--- src/rtl/rmii_frame_receiver.sv ---
// RMII receiver: finds preamble/SFD, packs dibits LSB-first into bytes, strobes them out with frame end/error marking.
// Optional FCS check: define RX_CRC_CHECK_EN to add a CRC-32 residue test at end of frame.
module rmii_frame_receiver #(
    parameter int MAX_LEN = 1522,
    parameter int MIN_PRE = 8
) (
    input  logic        sys_clk,
    input  logic        rst,
    input  logic        crs_dv,
    input  logic [1:0]  rx_d,
    input  logic        rx_er,
    output logic [7:0]  rx_data,
    output logic        rx_valid,
    output logic        rx_last,
    output logic        rx_err,
    output logic [10:0] frame_len
);

    typedef enum logic [1:0] {IDLE, PREAMBLE, DATA, DROP} state_t;

    state_t      state_reg, state_next;
    logic [7:0]  pre_cnt_reg;
    logic [1:0]  phase_reg;
    logic [5:0]  shift_reg;
    logic [7:0]  held_reg;
    logic        held_valid_reg;
    logic [10:0] byte_cnt_reg;
    logic [10:0] emit_cnt_reg;
    logic        err_reg;
    logic        pend_reg;
    logic        pend_err_reg;
    logic [7:0]  pend_data_reg;
    logic [10:0] pend_len_reg;
    logic [1:0]  since_reg;
    logic [7:0]  rx_data_reg;
    logic        rx_valid_reg;
    logic        rx_last_reg;
    logic        rx_err_reg;
    logic [10:0] frame_len_reg;

    logic        pre_start, byte_done, end_frame, abort;
    logic        crc_bad;
    logic [7:0]  new_byte;
    logic [10:0] emit_inc;
    logic        last_req, fire_last, fire_data, new_err, last_err;
    logic [7:0]  last_data;
    logic [10:0] last_len;

    assign new_byte = {rx_d, shift_reg};
    assign emit_inc = (emit_cnt_reg == 11'h7FF) ? emit_cnt_reg : emit_cnt_reg + 11'd1;

    always_ff @(posedge sys_clk or posedge rst) begin
        if (rst) state_reg <= IDLE;
        else     state_reg <= state_next;
    end

    always_comb begin
        state_next = state_reg;
        pre_start  = 1'b0;
        byte_done  = 1'b0;
        end_frame  = 1'b0;
        abort      = 1'b0;
        case (state_reg)
            IDLE: begin
                if (crs_dv && rx_d == 2'b01) begin
                    state_next = PREAMBLE;
                    pre_start  = 1'b1;
                end
            end
            PREAMBLE: begin
                if (!crs_dv)
                    state_next = IDLE;
                else if (rx_er)
                    state_next = DROP;
                else if (rx_d == 2'b11)
                    state_next = (pre_cnt_reg >= 8'(MIN_PRE)) ? DATA : DROP;
                else if (rx_d != 2'b01)
                    state_next = DROP;
            end
            DATA: begin
                if (!crs_dv) begin
                    end_frame  = 1'b1;
                    state_next = IDLE;
                end else if (rx_er) begin
                    abort      = 1'b1;
                    state_next = DROP;
                end else if (phase_reg == 2'd3) begin
                    if (byte_cnt_reg >= 11'(MAX_LEN)) begin
                        abort      = 1'b1;
                        state_next = DROP;
                    end else begin
                        byte_done = 1'b1;
                    end
                end
            end
            DROP: begin
                if (!crs_dv) state_next = IDLE;
            end
            default: state_next = IDLE;
        endcase
    end

    // The final byte may follow the previous strobe immediately; it is parked
    // until three idle cycles have elapsed so strobe spacing is never violated.
    assign new_err   = err_reg | abort | (end_frame & (phase_reg != 2'd0))
                     | (end_frame & crc_bad) | (emit_inc == 11'd0);
    assign last_req  = pend_reg | ((end_frame | abort) & held_valid_reg);
    assign fire_last = last_req & (since_reg == 2'd3);
    assign fire_data = byte_done & held_valid_reg;
    assign last_data = pend_reg ? pend_data_reg : held_reg;
    assign last_len  = pend_reg ? pend_len_reg : emit_inc;
    assign last_err  = pend_reg ? pend_err_reg : new_err;

    always_ff @(posedge sys_clk or posedge rst) begin
        if (rst) begin
            pre_cnt_reg    <= 8'd0;
            phase_reg      <= 2'd0;
            shift_reg      <= 6'd0;
            held_reg       <= 8'd0;
            held_valid_reg <= 1'b0;
            byte_cnt_reg   <= 11'd0;
            emit_cnt_reg   <= 11'd0;
            err_reg        <= 1'b0;
            pend_reg       <= 1'b0;
            pend_err_reg   <= 1'b0;
            pend_data_reg  <= 8'd0;
            pend_len_reg   <= 11'd0;
            since_reg      <= 2'd3;
            rx_data_reg    <= 8'd0;
            rx_valid_reg   <= 1'b0;
            rx_last_reg    <= 1'b0;
            rx_err_reg     <= 1'b0;
            frame_len_reg  <= 11'd0;
        end else begin
            if (pre_start) begin
                pre_cnt_reg    <= 8'd1;
                phase_reg      <= 2'd0;
                byte_cnt_reg   <= 11'd0;
                emit_cnt_reg   <= 11'd0;
                held_valid_reg <= 1'b0;
                err_reg        <= 1'b0;
            end else if (state_reg == PREAMBLE && crs_dv && !rx_er && rx_d == 2'b01
                         && pre_cnt_reg != 8'hFF) begin
                pre_cnt_reg <= pre_cnt_reg + 8'd1;
            end

            if (state_reg == DATA && crs_dv && !rx_er) begin
                phase_reg <= phase_reg + 2'd1;
                shift_reg <= {rx_d, shift_reg[5:2]};
            end

            if (byte_done) begin
                held_reg       <= new_byte;
                held_valid_reg <= 1'b1;
                if (byte_cnt_reg != 11'h7FF) byte_cnt_reg <= byte_cnt_reg + 11'd1;
            end
            if (end_frame || abort) held_valid_reg <= 1'b0;
            if (abort) err_reg <= 1'b1;
            if (fire_data) emit_cnt_reg <= emit_inc;

            rx_valid_reg <= fire_data | fire_last;
            rx_last_reg  <= fire_last;
            rx_err_reg   <= fire_last & last_err;
            if (fire_last) begin
                rx_data_reg   <= last_data;
                frame_len_reg <= last_len;
            end else if (fire_data) begin
                rx_data_reg   <= held_reg;
                frame_len_reg <= emit_inc;
            end

            if (fire_last) begin
                pend_reg <= 1'b0;
            end else if (last_req && !pend_reg) begin
                pend_reg      <= 1'b1;
                pend_data_reg <= held_reg;
                pend_len_reg  <= emit_inc;
                pend_err_reg  <= new_err;
            end

            if (fire_data || fire_last)  since_reg <= 2'd0;
            else if (since_reg != 2'd3)  since_reg <= since_reg + 2'd1;
        end
    end

`ifdef RX_CRC_CHECK_EN
    logic [31:0] crc_reg;
    logic [31:0] crc_rev;

    function automatic logic [31:0] crc_byte(input logic [31:0] c, input logic [7:0] b);
        logic [31:0] r;
        r = c;
        for (int i = 0; i < 8; i++)
            r = (r[0] ^ b[i]) ? ((r >> 1) ^ 32'hEDB88320) : (r >> 1);
        return r;
    endfunction

    always_ff @(posedge sys_clk or posedge rst) begin
        if (rst)            crc_reg <= 32'hFFFFFFFF;
        else if (pre_start) crc_reg <= 32'hFFFFFFFF;
        else if (byte_done) crc_reg <= crc_byte(crc_reg, new_byte);
    end

    // The reflected register is compared against the residue in normal bit order.
    for (genvar gi = 0; gi < 32; gi++) begin : g_rev
        assign crc_rev[gi] = crc_reg[31-gi];
    end
    assign crc_bad = (crc_rev != 32'hC704DD7B);
`else
    assign crc_bad = 1'b0;
`endif

    assign rx_data   = rx_data_reg;
    assign rx_valid  = rx_valid_reg;
    assign rx_last   = rx_last_reg;
    assign rx_err    = rx_err_reg;
    assign frame_len = frame_len_reg;

endmodule
--- config.mk ---
export PLATFORM = sky130hd
export DESIGN_NAME = rmii_frame_receiver
export DESIGN_NICKNAME = d
export VERILOG_FILES = /design/src/rtl/rmii_frame_receiver.sv
export SDC_FILE = /design/constraint.sdc
export NUM_CORES = 1
export LEC_CHECK = 0
export ABC_AREA = 1
export BUFFER_PORTS_ARGS = -buffer_cell sky130_fd_sc_hd__clkbuf_2
export CORE_ASPECT_RATIO = 0.5
export CORE_MARGIN = 3
export CORE_UTILIZATION = 57
export CTS_BUF_LIST = sky130_fd_sc_hd__clkbuf_8
export CTS_CLUSTER_SIZE = 8
export DETAILED_ROUTE_END_ITERATION = 16
export HOLD_SLACK_MARGIN = 0.06
export PLACE_DENSITY = 0.82
export RECOVER_POWER = 100
export REMOVE_ABC_BUFFERS = 1
export SYNTH_ARGS = -nofsm -noshare
export SYNTH_HDL_FRONTEND = slang
export SYNTH_SLANG_ARGS = --single-unit
--- constraint.sdc ---
create_clock -name sys_clk -period 2.45 [get_ports sys_clk]
set_input_delay 0.1225 -clock sys_clk [delete_from_list [all_inputs] [get_ports sys_clk]]
set_output_delay 0.1225 -clock sys_clk [all_outputs]
set_load 0.1 [all_outputs]
======== Yosys cells after proc, flatten, opt, wreduce, memory -nomap -nowiden ========
Cells that the tools add are included.
word-level totals
  flip-flop bits (word level) ............. 95
  input bits .............................. 6
  output and inout bits ................... 22
  word-level logic and storage cells ...... 131
cells by class
  $add $sub $neg .......................... 5
  magnitude comparators ................... 2
  equality and inequality tests ........... 17
  mux-type cells .......................... 51
  bitwise logic cells ..................... 12
  reductions and logical operators ........ 25
operators by type and width
  operator                 count
  $mux W11                 9
  $mux W8                  5
  $mux W2                  14
  $add A11 B1 Y11 const B  2
  $mux W1                  22
  $reduce_bool A2 Y1       8
  $eq A11 B11 Y1 const B   1
  $ge A11 B11 Y1 const B   1
  $logic_not A11 Y1        1
  $ne A11 B11 Y1 const B   1
  $eq A2 B2 Y1 const B     5
  $add A8 B1 Y8 const B    1
  $ge A8 B4 Y1 const B     1
  $logic_and A1 B1 Y1      8
  $ne A4 B4 Y1 const B     2
  $ne A8 B8 Y1 const B     1
  $pmux W2 S4              1
  $ne A2 B2 Y1 const B     3
  $or A1 B1 Y1             6
  $and A1 B1 Y1            5
  $ne A5 B5 Y1 const B     1
  $reduce_and A5 Y1        1
  $add A2 B1 Y2 const B    2
  $eq A2 B1 Y1 const B     2
  7 further kinds          9

======== Logic depth before layout (Yosys ltp) ========
  word-level depth ........................ 12
  gate-level depth with buffers ........... 17
  gate-level depth less buffers ........... 16

======== Worst setup path before layout ========
Ideal clock, no wire load.
  path kind ............................... flip-flop to flip-flop
  from .................................... reg emit_cnt_reg[0]
  to ...................................... reg pend_err_reg
  arrival time ............................ 1624 ps
  slack ................................... 755 ps
  cell stages (with the launch flop) ...... 15
  path buffers ............................ 1
  path through ............................ dfrtp_1 -> ha_1 -> nand2_1 -> nor2_4 -> nand3_2 -> buf_6 -> nand2_1 -> nand2_1 -> inv_2 -> nand3_1 -> nor2_1 -> nand2_1 -> nand2_1 -> nor2_1 -> nor2_1
between the ends
  word-level cells in the longest chain between the ends .. 4
  elaborated cells on any way between the ends .. 5
ends and longest elaborated chain
  item                                               RTL line  RTL
  start: declaration                                 28        logic [10:0] emit_cnt_reg;
  start signal: assignment                           159       if (fire_data) emit_cnt_reg <= emit_inc;
  $add A11 B1 Y11 or $eq A11 B11 Y1 (tied branches)  50        assign emit_inc = (emit_cnt_reg == 11'h7FF) ? emit_cnt_reg : emit_cnt_reg + 11'd1;
  $mux W11 *                                         50
  $logic_not A11 Y1 *                                106       | (end_frame & crc_bad) | (emit_inc == 11'd0);
  $or A1 B1 Y1 *                                     106
  end signal: assignment                             178       pend_err_reg <= new_err;
  end: declaration                                   31        logic pend_err_reg;
Every way passes the cells marked *; elsewhere a longest branch is shown, timed or not.
A chain may end at the register's enable or synchronous reset.

======== Final worst setup path ========
  from .................................... reg state_reg[0]
  to ...................................... reg rx_data_reg[5] (netlist: rx_data[5])
between the ends
  word-level cells in the longest chain between the ends .. 7
  elaborated cells on any way between the ends .. 11
ends and longest elaborated chain
  item                                           RTL line  RTL
  start: declaration                             21        state_t state_reg, state_next;
  start signal: assignment                       54        else state_reg <= state_next;
  $eq A2 B2 Y1 *                                 63        case (state_reg)
  $mux W1                                        63
  $or A1 B1 Y1                                   107       assign last_req = pend_reg | ((end_frame | abort) & held_valid_reg);
  $and A1 B1 Y1                                  107
  $or A1 B1 Y1                                   107
  $and A1 B1 Y1                                  108       assign fire_last = last_req & (since_reg == 2'd3);
  $mux W8 or $reduce_bool A2 Y1 (tied branches)  n/a
  end signal: assignment                         165       rx_data_reg <= last_data;
  end signal: assignment                         168       rx_data_reg <= held_reg;
  end: declaration                               35        logic [7:0] rx_data_reg;
Marked as above.

==> run_results.csv <==
group,metric,value,unit
routing,drt_iter0_markers,197,
global_routing,grt_pass1_wl,16460,um
clocking,tritoncts,"done",
die,die-area,9600,um2
sta,timing.slew.headroom,0.09043,
clocking,numClockSinks,95,
die,floorplan.die.width,135.6,um
yosys,synth-warning-count,0,
global_routing,global_route.usage.total,0.2132,
routing,ant_nets,0,
clocking,clock_tree.root_cell,"sky130_fd_sc_hd__clkbuf_8",
yosys,synth_cell_types,37,
placement,placement.io_buffers,27,
yosys,synthCells,594,
yosys,syn_avg_cell_area,8.059,um2
outcome,status,"finished, final reports clean",
sta,hold_ws,0.07554,ns
cells_and_area,fin_nets,637,
placement,gp_congestion,0.9055,
die,effective_utilization_at_floorplan,0.6189,
setup_path,timing_worst_setup_path_type,"reg -> reg",
min_path,timing.hold.worst_path_depth,3,
cells_and_area,design_area,5206,um2
power,power_density,1141,nW/um2
yosys,seq_area_frac_synth,0.4971,
die,fp-row-count,22,
min_path,min-delay-path-class,"in -> reg",
sta,report.final.slew_viol_count,0,
sta,min_period_over_period,0.9243,
cells_and_area,drive_gt1_frac,0.08280,
yosys,synth_area,4787,um2
setup_path,cp_max_fo,22,
clocking,cts_resized,0,
setup_path,cp.required,2.71,ns
clocking,cts_buffer_depth,2,
power,power_leakage,2.698,nW
placement,detailed_place.area,5021,um2
die,floorplan.die.height,70.80,um
power,power.ir.vdd_worst,0.5983,mV
routing,avgRoutedWirePerCell,12.85,um
cells_and_area,finalCoreUtilization,0.6731,
setup_path,startpoint_types,"flip-flop",
sta,maxClockFrequency,441.6,MHz
die,design.portCount,28,
clocking,clk_pin_slew_worst_paths,0.08,ns
setup_path,timing.critical_path.to_type,"flip-flop",
routing,drcViolationCount,0,
global_routing,initial_antenna_violation_count,0,
clocking,numCtsBuffers,9,
placement,hpwl,6514,um
global_routing,grt_max_degree,66,
clocking,cts_hold_buffers,3,
sta,setup_tns,0,ns
routing,detailroute.via_count,3877,
global_routing,first_global_vias,3578,
clocking,worstSkewPairLatency,0.37,ns
routing,route.final.wire_length,9456,um
cells_and_area,area_growth,8.756,%
die,floorplan.core_area,7735,um2
run,cap_viol_max_count,0,
global_routing,overflow,0,
setup_path,r2r_cells,11,
clocking,h_tree_depth_reported_by_cts,3,
setup_path,arrival,2.52,ns
routing,drt_first_pass_iters,5,
routing,vias_per_instance,5.268,
sta,setup_viol,0,
sta,rsz0062_at_grt,"no",
clocking,post_cts_buffers,0,
sta,tightestPinTransition,1.357,ns
sta,period_needed,2.264,ns
sta,fin_worst_skew,0.009643,ns
sta,hold_viol_final,0,
cells_and_area,insertedDiodeCount,0,
yosys,postSynthRegisterBits,95,
synthesized netlist by cell type:
library cell	number	area (um2)
sky130_fd_sc_hd__nand2_2	7	43.79
sky130_fd_sc_hd__nand4_1	7	43.79
sky130_fd_sc_hd__nand3_2	2	20.02
sky130_fd_sc_hd__inv_1	88	330.3
sky130_fd_sc_hd__a21oi_1	23	115.1
sky130_fd_sc_hd__o31ai_1	3	22.52
sky130_fd_sc_hd__nor2_1	34	127.6
sky130_fd_sc_hd__nand2_1	141	529.3
sky130_fd_sc_hd__xnor2_1	1	8.760
sky130_fd_sc_hd__o22ai_1	11	68.82
sky130_fd_sc_hd__nor4_1	2	12.51
sky130_fd_sc_hd__a31oi_1	2	12.51
sky130_fd_sc_hd__nand3_1	47	235.2
sky130_fd_sc_hd__nand3b_1	1	7.510
sky130_fd_sc_hd__buf_6	5	56.30
sky130_fd_sc_hd__clkinv_1	4	15.01
sky130_fd_sc_hd__clkbuf_1	6	22.52
sky130_fd_sc_hd__nor3_1	7	35.03
sky130_fd_sc_hd__a22oi_1	1	7.510
sky130_fd_sc_hd__nor3_4	1	16.27
sky130_fd_sc_hd__o21ai_0	48	240.2
sky130_fd_sc_hd__o31a_1	1	8.760
sky130_fd_sc_hd__ha_1	8	100.1
sky130_fd_sc_hd__nor2_4	3	33.78
sky130_fd_sc_hd__mux2_2	1	11.26
sky130_fd_sc_hd__inv_2	4	15.01
sky130_fd_sc_hd__buf_4	1	7.510
sky130_fd_sc_hd__o221a_2	1	11.26
sky130_fd_sc_hd__dfrtp_1	93	2327
sky130_fd_sc_hd__o21ai_1	18	90.09
sky130_fd_sc_hd__nand4_2	1	12.51
sky130_fd_sc_hd__nand2_4	4	45.04
sky130_fd_sc_hd__buf_2	8	40.04
sky130_fd_sc_hd__xor2_1	5	43.79
sky130_fd_sc_hd__dfstp_2	2	52.55
sky130_fd_sc_hd__clkbuf_2	1	5.000
sky130_fd_sc_hd__nor2_2	2	12.51
stage by stage:
stage / std cells / power (mW) / setup WS [ns]
2_1_floorplan: 573 / 4.430 / -0.1462
6_report: 736 / 5.940 / 0.1855
4_1_cts: 736 / 6.021 / 0.2722
3_5_place_dp: 717 / 4.930 / 0.2939
3_3_place_gp: 717 / 4.853 / 0.3295
5_1_grt: 736 / 6.373 / 0.03326
cell usage in the layout (no fill, tap or decap), types with 4 or more instances in the layout:
master / Yosys / layout
sky130_fd_sc_hd__buf_4: 1 / 6
sky130_fd_sc_hd__o21ai_1: 18 / 5
sky130_fd_sc_hd__clkbuf_8: 0 / 12
sky130_fd_sc_hd__clkbuf_1: 6 / 22
sky130_fd_sc_hd__nand3_1: 47 / 48
sky130_fd_sc_hd__o22ai_1: 11 / 11
sky130_fd_sc_hd__inv_2: 4 / 4
sky130_fd_sc_hd__o21ai_0: 48 / 61
sky130_fd_sc_hd__nand2_2: 7 / 4
sky130_fd_sc_hd__inv_1: 88 / 89
sky130_fd_sc_hd__xor2_1: 5 / 5
sky130_fd_sc_hd__ha_1: 8 / 8
sky130_fd_sc_hd__nand2_4: 4 / 4
sky130_fd_sc_hd__nand2_1: 141 / 144
sky130_fd_sc_hd__nor3_1: 7 / 7
sky130_fd_sc_hd__nor2_1: 34 / 35
sky130_fd_sc_hd__clkinv_1: 4 / 4
sky130_fd_sc_hd__clkbuf_2: 1 / 5
sky130_fd_sc_hd__dfrtp_1: 93 / 93
sky130_fd_sc_hd__nand4_1: 7 / 7
sky130_fd_sc_hd__a21oi_1: 23 / 23
worst max-delay path, stage by stage, from the launching register on:
cell and delay [ns]:
sky130_fd_sc_hd__dfrtp_1 0.42, sky130_fd_sc_hd__inv_1 0.11, sky130_fd_sc_hd__nand2_1 0.09, sky130_fd_sc_hd__nor2_4 0.12, sky130_fd_sc_hd__nand2_1 0.30, sky130_fd_sc_hd__nor2_4 0.20
sky130_fd_sc_hd__nand2_1 0.11, sky130_fd_sc_hd__nor2_2 0.16, sky130_fd_sc_hd__inv_2 0.19, sky130_fd_sc_hd__buf_2 0.27, sky130_fd_sc_hd__nand3_1 0.12, sky130_fd_sc_hd__nand2_1 0.06
power breakdown:
| part | leakage, nW | internal (mW) | switching [mW] |
|---|---|---|---|
| combinational | 1.33 | 0.577 | 1.85 |
| clock | 0.111 | 0.549 | 0.521 |
| sequential | 1.25 | 2.09 | 0.349 |
final timing paths:
check,from,endpoint,slack [ns]
max in group asynchronous,rst,since_reg[1],0.96
setup / recovery,state_reg[0],rx_data[5],0.19
hold reg to reg,pend_len_reg[10],pend_len_reg[10],0.49
setup reg to reg,state_reg[0],rx_data[5],0.19
min in group asynchronous,rst,frame_len[7],0.57
hold / removal,rx_d[1],shift_reg[5],0.08
area by class of cell:
| type | count | area (um2) |
|---|---|---|
| flip-flops and latches | 95 | 2380 |
| repair buffers | 39 | 219.0 |
| clock inverters | 4 | 45.04 |
| clock buffers | 12 | 165.2 |
| multi-input cells | 382 | 1901 |
| well taps | 108 | 135.1 |
| fillers | 645 | 2529 |
| inverters | 96 | 361.6 |
kinds of logic (layout without fill, tap and decap cells):
logic type,Yosys count,count (layout),synth area share
buffers and inverters,117,151,0.1027
AOI/OAI and AO/OA,108,108,0.1205
DFF,95,95,0.4971
xor gates and xnor gates,6,6,0.01098
muxes,1,1,0.002352
adders and majority gates,8,8,0.02091
and+or+nand+nor,259,259,0.2454
per-layer routing:
metal  global-route usage  wire length, um  part of all wire  vias up
li1                     -                -                 -     1974
met1               0.2839             4490              0.47     1816
met2               0.3414             4447              0.47       71
met3              0.06321              358             0.038       16
met4              0.06592              159             0.017        0
met5                    0                0                 0        -
No activity file was read; power rests on OpenSTA's default activity.
